### src/rtl/mc_ctrl.sv
// Multi-cycle control unit: sequences FETCH/DECODE/EXEC/MEM/WB against a variable-latency memory.
// Optional macro ILLEGAL_TRAP_EN: unknown opcodes trap to HALT instead of retiring as NOPs.
module mc_ctrl #(
  parameter int OPCODE_W    = 6,
  parameter int FUNCT_W     = 6,
  parameter int CNT_W       = 16,
  parameter int MEM_TIMEOUT = 15
) (
  input  logic                clock,
  input  logic                reset,
  input  logic                load,
  input  logic [OPCODE_W-1:0] opcode,
  input  logic [FUNCT_W-1:0]  funct,
  input  logic                zero,
  input  logic                mem_ready,
  output logic                mem_req,
  output logic                mem_we,
  output logic                ir_write,
  output logic                write,
  output logic                rd_mux_s,
  output logic                op2_mux_s,
  output logic [FUNCT_W-1:0]  alu_funct,
  output logic                branch_mux_s,
  output logic                j_mux_s,
  output logic [CNT_W-1:0]    instr_count,
  output logic                err,
  output logic [2:0]          dbg_state
);

  // Memory handshake: mem_req stays high until the cycle mem_ready is seen with it;
  // that cycle completes the transfer, and mem_we qualifies it as a store.
  typedef enum logic [2:0] {
    S_IDLE   = 3'd0,
    S_FETCH  = 3'd1,
    S_DECODE = 3'd2,
    S_EXEC   = 3'd3,
    S_MEM    = 3'd4,
    S_WB     = 3'd5,
    S_HALT   = 3'd6
  } state_t;

  localparam logic [FUNCT_W-1:0]  FN_ADD   = FUNCT_W'(6'h20);
  localparam logic [FUNCT_W-1:0]  FN_SUB   = FUNCT_W'(6'h22);
  localparam logic [OPCODE_W-1:0] OP_R     = '0;
  localparam logic [OPCODE_W-1:0] OP_ADDI  = OPCODE_W'(6'h08);
  localparam logic [OPCODE_W-1:0] OP_LW    = OPCODE_W'(6'h23);
  localparam logic [OPCODE_W-1:0] OP_SW    = OPCODE_W'(6'h2B);
  localparam logic [OPCODE_W-1:0] OP_BEQ   = OPCODE_W'(6'h04);
  localparam logic [OPCODE_W-1:0] OP_J     = OPCODE_W'(6'h02);
  localparam logic [31:0]         TO_LIMIT = MEM_TIMEOUT;

  state_t               state, next_state;
  logic [OPCODE_W-1:0]  op_q;
  logic [FUNCT_W-1:0]   fn_q;
  logic [15:0]          wait_cnt;
  logic                 retire, timeout_hit;
  logic                 is_r, is_addi, is_lw, is_sw, is_beq, is_j, is_known;
  logic [FUNCT_W-1:0]   ex_alu;
  logic                 ex_op2;

  assign dbg_state = state;

  assign is_r     = (op_q == OP_R);
  assign is_addi  = (op_q == OP_ADDI);
  assign is_lw    = (op_q == OP_LW);
  assign is_sw    = (op_q == OP_SW);
  assign is_beq   = (op_q == OP_BEQ);
  assign is_j     = (op_q == OP_J);
  assign is_known = is_r | is_addi | is_lw | is_sw | is_beq | is_j;

  // ALU controls chosen in EXEC and held unchanged through WB.
  assign ex_alu = is_r ? fn_q : (is_beq ? FN_SUB : FN_ADD);
  assign ex_op2 = is_addi | is_lw | is_sw;

  // The cycle that would make the count of not-ready cycles reach the limit; a ready
  // in that same cycle still completes the transfer.
  assign timeout_hit = (TO_LIMIT != 32'd0) && !mem_ready &&
                       (({16'd0, wait_cnt} + 32'd1) == TO_LIMIT);

  always_comb begin
    next_state   = state;
    retire       = 1'b0;
    mem_req      = 1'b0;
    mem_we       = 1'b0;
    ir_write     = 1'b0;
    write        = 1'b0;
    rd_mux_s     = 1'b0;
    op2_mux_s    = 1'b0;
    alu_funct    = FN_ADD;
    branch_mux_s = 1'b0;
    j_mux_s      = 1'b0;
    case (state)
      S_IDLE: if (!load) next_state = S_FETCH;
      S_FETCH: begin
        mem_req = 1'b1;
        if (mem_ready) begin
          ir_write   = 1'b1;
          next_state = S_DECODE;
        end else if (timeout_hit) begin
          next_state = S_HALT;
        end
      end
      S_DECODE: begin
        if (is_known) begin
          next_state = S_EXEC;
        end else begin
`ifdef ILLEGAL_TRAP_EN
          next_state = S_HALT;
`else
          next_state = S_FETCH;
          retire     = 1'b1;
`endif
        end
      end
      S_EXEC: begin
        alu_funct = ex_alu;
        op2_mux_s = ex_op2;
        if (is_beq) begin
          branch_mux_s = zero;
          retire       = 1'b1;
          next_state   = S_FETCH;
        end else if (is_j) begin
          j_mux_s    = 1'b1;
          retire     = 1'b1;
          next_state = S_FETCH;
        end else if (is_lw || is_sw) begin
          next_state = S_MEM;
        end else begin
          next_state = S_WB;
        end
      end
      S_MEM: begin
        mem_req   = 1'b1;
        mem_we    = is_sw;
        alu_funct = FN_ADD;
        op2_mux_s = 1'b1;
        if (mem_ready) begin
          retire     = is_sw;
          next_state = is_sw ? S_FETCH : S_WB;
        end else if (timeout_hit) begin
          next_state = S_HALT;
        end
      end
      S_WB: begin
        write      = 1'b1;
        rd_mux_s   = is_r;
        alu_funct  = ex_alu;
        op2_mux_s  = ex_op2;
        retire     = 1'b1;
        next_state = S_FETCH;
      end
      S_HALT: next_state = S_HALT;
      default: next_state = S_IDLE;
    endcase
    // A program load abandons whatever is in flight; only HALT ignores it.
    if (load && state != S_HALT) begin
      next_state   = S_IDLE;
      retire       = 1'b0;
      mem_req      = 1'b0;
      mem_we       = 1'b0;
      ir_write     = 1'b0;
      write        = 1'b0;
      rd_mux_s     = 1'b0;
      op2_mux_s    = 1'b0;
      alu_funct    = FN_ADD;
      branch_mux_s = 1'b0;
      j_mux_s      = 1'b0;
    end
  end

  always_ff @(posedge clock) begin
    if (reset) begin
      state       <= S_IDLE;
      op_q        <= '0;
      fn_q        <= '0;
      instr_count <= '0;
      err         <= 1'b0;
      wait_cnt    <= '0;
    end else begin
      state <= next_state;
      if (ir_write) begin
        op_q <= opcode;
        fn_q <= funct;
      end
      if (retire) instr_count <= instr_count + 1'b1;
      if (next_state == S_HALT && state != S_HALT) err <= 1'b1;
      if (next_state != state) wait_cnt <= '0;
      else if ((state == S_FETCH || state == S_MEM) && !mem_ready) wait_cnt <= wait_cnt + 16'd1;
    end
  end

endmodule

### config.mk
export PLATFORM = sky130hd
export DESIGN_NAME = mc_ctrl
export DESIGN_NICKNAME = d
export VERILOG_FILES = /design/src/rtl/mc_ctrl.sv
export SDC_FILE = /design/constraint.sdc
export NUM_CORES = 1
export LEC_CHECK = 0
export BUFFER_PORTS_ARGS = -buffer_cell sky130_fd_sc_hd__buf_2
export CORE_ASPECT_RATIO = 1.2
export CORE_MARGIN = 8
export CORE_UTILIZATION = 57
export CTS_CLUSTER_DIAMETER = 200
export DETAILED_ROUTE_END_ITERATION = 6
export HOLD_SLACK_MARGIN = 0.12
export PLACE_DENSITY = 0.81
export SLEW_MARGIN = 10
export SYNTH_ARGS = -nofsm -noshare
export SYNTH_HDL_FRONTEND = slang
export SYNTH_SLANG_ARGS = --single-unit
### constraint.sdc
create_clock -name clock -period 2.5 [get_ports clock]
set_input_delay 0 -clock clock [delete_from_list [all_inputs] [get_ports clock]]
set_output_delay 0 -clock clock [all_outputs]
set_load 0.02 [all_outputs]
==> flow_metrics.tcl <==
set metrics [dict create \
    clock-skew-final_ps 4.839 \
    cts_buffer_depth 2 \
    netlist_instances 374 \
    layout.nets 448 \
    yosys.area.top_type "sky130_fd_sc_hd__dfxtp_1" \
    fin_area_um2 3633 \
    synth.most_common_cell "sky130_fd_sc_hd__nor2_1" \
    synth_seq_area_share 0.3122 \
    synth_top_area_cells "sky130_fd_sc_hd__dfxtp_1 (31%), sky130_fd_sc_hd__nor2_1 (6.6%), sky130_fd_sc_hd__mux2_2 (5.1%), sky130_fd_sc_hd__xor2_1 (3.7%), sky130_fd_sc_hd__mux2i_1 (3.6%)" \
    synth_top_cells_by_count "sky130_fd_sc_hd__nor2_1 (54), sky130_fd_sc_hd__dfxtp_1 (48), sky130_fd_sc_hd__a21oi_1 (21)" \
    syn_area_um2 3078 \
    critical_r2r_launch "op_q[3]" \
    synth_top_cell_area_share 0.3122 \
    gp_routability_congestion 0.8396 \
    die_area_um2 8017 \
    cp-end-kind "flop" \
    power_density_nw_per_um2 423.5 \
    io-pin-count 51 \
    critical_path.endpoint "wait_cnt[2]" \
    initial_utilization 0.5850 \
    floorplan.rows 29 \
    detail_route.drc_violations 0 \
    ys_warn_count 0 \
    numClockSinks 48 \
    achievable-frequency_mhz 418.0 \
    crit_type "flop to flop" \
    grt_first_pass_wirelength_mm 13.06 \
    reg2regPathDepth 7 \
    post_synth.cell_area_avg_um2 8.230 \
    hold_viol_final 0 \
    cp.required_ps 2710 \
    setup_tns_ps 0 \
    timing.critical_path.fanout_max 15 \
    timing_max_transition_violations_final 0 \
    max-slew-margin-rel 0.4368 \
    first_pass_iters 4 \
    cp_data_arrival_time_ps 2610 \
    finalCritPeriodShare 0.9569 \
    min_path_type "input port to flop" \
    final-seq-area_um2 960.9 \
    detailedRoute.firstIterationViolations 113 \
    pin_count_of_the_biggest_net_entering_global_routing 48 \
    number_of_distinct_standard_cells_referenced_by_the_synthesized_netlist 63 \
    multiInputGateArea_um2 1996 \
    vias_per_cell 5.974 \
    htree_num_levels 2 \
    cts_made_buffers 5 \
    rrSetupSlack_ps 110 \
    synth-edff-count 0 \
    totalWireLength_mm 7.889 \
    die_w_um 83.08 \
    reported_leakage_power_uw 0.001444 \
    area_growth_syn_to_layout_pct 18.05 \
    dpl-instance-area_um2 3369 \
    finalSetupViolCount 0 \
    detailedPlacementHpwl_mm 5.342 \
    grt.overflow.total 0 \
    route.vias.total 2933 \
    floorplan.core_area_um2 5261 \
    critPathLaunch "op_q[3]" \
    cts.clk_slew.worst_paths_ps 90 \
    p_total_uw 1539 \
    fin_crit_ps 2392 \
    worst_ir_drop_vdd_mv 0.3298 \
    worst_setup_path_start_kind "flop" \
    net_count_of_the_mapped_netlist 394 \
    via_count_of_the_first_global_routing_pass 2882 \
    synth_flop_cell "sky130_fd_sc_hd__dfxtp_1" \
    clk_latency_ps 300 \
    r2r_end "wait_cnt[2]" \
    routed_wl_per_cell_um 16.07 \
    clock-root-buffer "sky130_fd_sc_hd__clkbuf_8" \
    grt_antenna_before_repair 1 \
    grt_setup_unrepaired "false" \
    postSynthRegisterBits 48 \
    port_buffer_cells 50 \
    synth_async_sr_flop_share 0 \
    route.antenna.remaining_nets 0 \
    grtUsageTotal 0.1927 \
    floorplan.die.height_um 96.50 \
    cts_tree "built" \
    max_cap_violations 0 \
    worst_pin_slew_ps 823.6 \
    post_route_cells_drive_above_1_share 0.2243 \
    run_status "complete, no violations" \
    fillerInstances 417 \
    post_cts_buffers 0 \
]
per-stage QoR:
| stage | std cells | utilization | hold slack, ps | worst slack, ps |
|---|---|---|---|---|
| after global placement | 471 | 0.6404 | 229.1 | 291.7 |
| after floorplan | 374 | - | 134.9 | 394.9 |
| after detailed placement | 471 | 0.6404 | 231.6 | 250.3 |
| final | 491 | 0.6906 | 279.4 | 107.8 |
| after global routing | 491 | 0.6906 | 320.9 | 35.55 |
| after CTS | 490 | 0.6901 | 272.8 | 125.1 |
worst max-delay path: stages (launching register included):
cell,delay (ps)
sky130_fd_sc_hd__dfxtp_1,380
sky130_fd_sc_hd__a2111oi_0,790
sky130_fd_sc_hd__o31ai_2,170
sky130_fd_sc_hd__buf_4,180
sky130_fd_sc_hd__and4bb_2,320
sky130_fd_sc_hd__o21ai_2,60
sky130_fd_sc_hd__buf_4,200
sky130_fd_sc_hd__a211oi_1,190
worst min-delay path by stage:
| stage | from | end | slack, ps | cells past startpoint |
|---|---|---|---|---|
| after floorplan | zero | branch_mux_s | 130 | 2 |
| after CTS | reset | op_q[2] | 270 | 2 |
| final | reset | op_q[1] | 280 | 2 |
| after global routing | mem_ready | dbg_state[0] | 320 | 5 |
| after global placement | opcode[4] | op_q[4] | 230 | 3 |
| after detailed placement | opcode[4] | op_q[4] | 230 | 3 |
per-layer routing:
metal	up-vias	track usage	wire (µm)
li1	1452	-	-
met1	1381	0.1985	3170
met2	82	0.3615	4112
met3	18	0.04782	402
met4	0	0.09384	204
met5	-	0	0
where the power goes:
group	leakage (µW)	switching [µW]	internal [µW]
Clock	0.0000642	259	394
Sequential	0.000387	5.90	768
Combinational	0.000993	62.6	49.1
flip-flops by register name (all words and copies together) (netlist names):
register / count
dbg_state: 3
err: 1
wait_cnt: 16
op_q: 6
instr_count: 16
fn_q: 6
placed cells by master, fill, tap and decap left out, types with 6 or more instances in the layout:
| master | synthesis | final |
|---|---|---|
| sky130_fd_sc_hd__dfxtp_1 | 48 | 48 |
| sky130_fd_sc_hd__mux2i_1 | 11 | 11 |
| sky130_fd_sc_hd__a21oi_1 | 21 | 21 |
| sky130_fd_sc_hd__nand4_1 | 12 | 12 |
| sky130_fd_sc_hd__nor4_1 | 8 | 8 |
| sky130_fd_sc_hd__a211oi_1 | 7 | 7 |
| sky130_fd_sc_hd__nor3_1 | 11 | 11 |
| sky130_fd_sc_hd__o21ai_0 | 9 | 9 |
| sky130_fd_sc_hd__nand3_1 | 14 | 14 |
| sky130_fd_sc_hd__inv_1 | 6 | 6 |
| sky130_fd_sc_hd__buf_2 | 14 | 50 |
| sky130_fd_sc_hd__mux2_2 | 14 | 14 |
| sky130_fd_sc_hd__dlygate4sd3_1 | 0 | 12 |
| sky130_fd_sc_hd__nor2_1 | 54 | 54 |
| sky130_fd_sc_hd__nand2b_1 | 7 | 7 |
| sky130_fd_sc_hd__xnor2_1 | 8 | 8 |
| sky130_fd_sc_hd__nand2_1 | 15 | 15 |
| sky130_fd_sc_hd__nor2b_1 | 16 | 16 |
| sky130_fd_sc_hd__and2_1 | 10 | 10 |
| sky130_fd_sc_hd__buf_4 | 0 | 10 |
| sky130_fd_sc_hd__xor2_1 | 13 | 13 |
cell families after synthesis:
family                   after synthesis  synth area share
AO/OA/AOI/OAI                         72            0.1703
multiplexers                          25           0.08699
XOR/XNOR                              21           0.05976
buffers and inverters                 31           0.04350
flip-flops                            48            0.3122
adder cells (fa/ha/maj)                3           0.01220
AND/OR/NAND/NOR                      174            0.3150
layout make-up:
type / instances / area share
antenna: 1 / 0.0006887
clock buffer: 5 / 0.01894
clock inverter: 2 / 0.01653
inverter: 6 / 0.006198
multi-input combinational: 295 / 0.5492
sequential: 48 / 0.2645
tap: 62 / 0.02135
timing repair buffer: 72 / 0.1226
timing repair:
action | in CTS | in global routing
hold endpoints to repair | 12 | 0
resized for setup | 1 | 0
setup endpoints to repair | 1 | 0
hold buffers | 12 | 0
No activity file was read; power rests on OpenSTA's default activity.
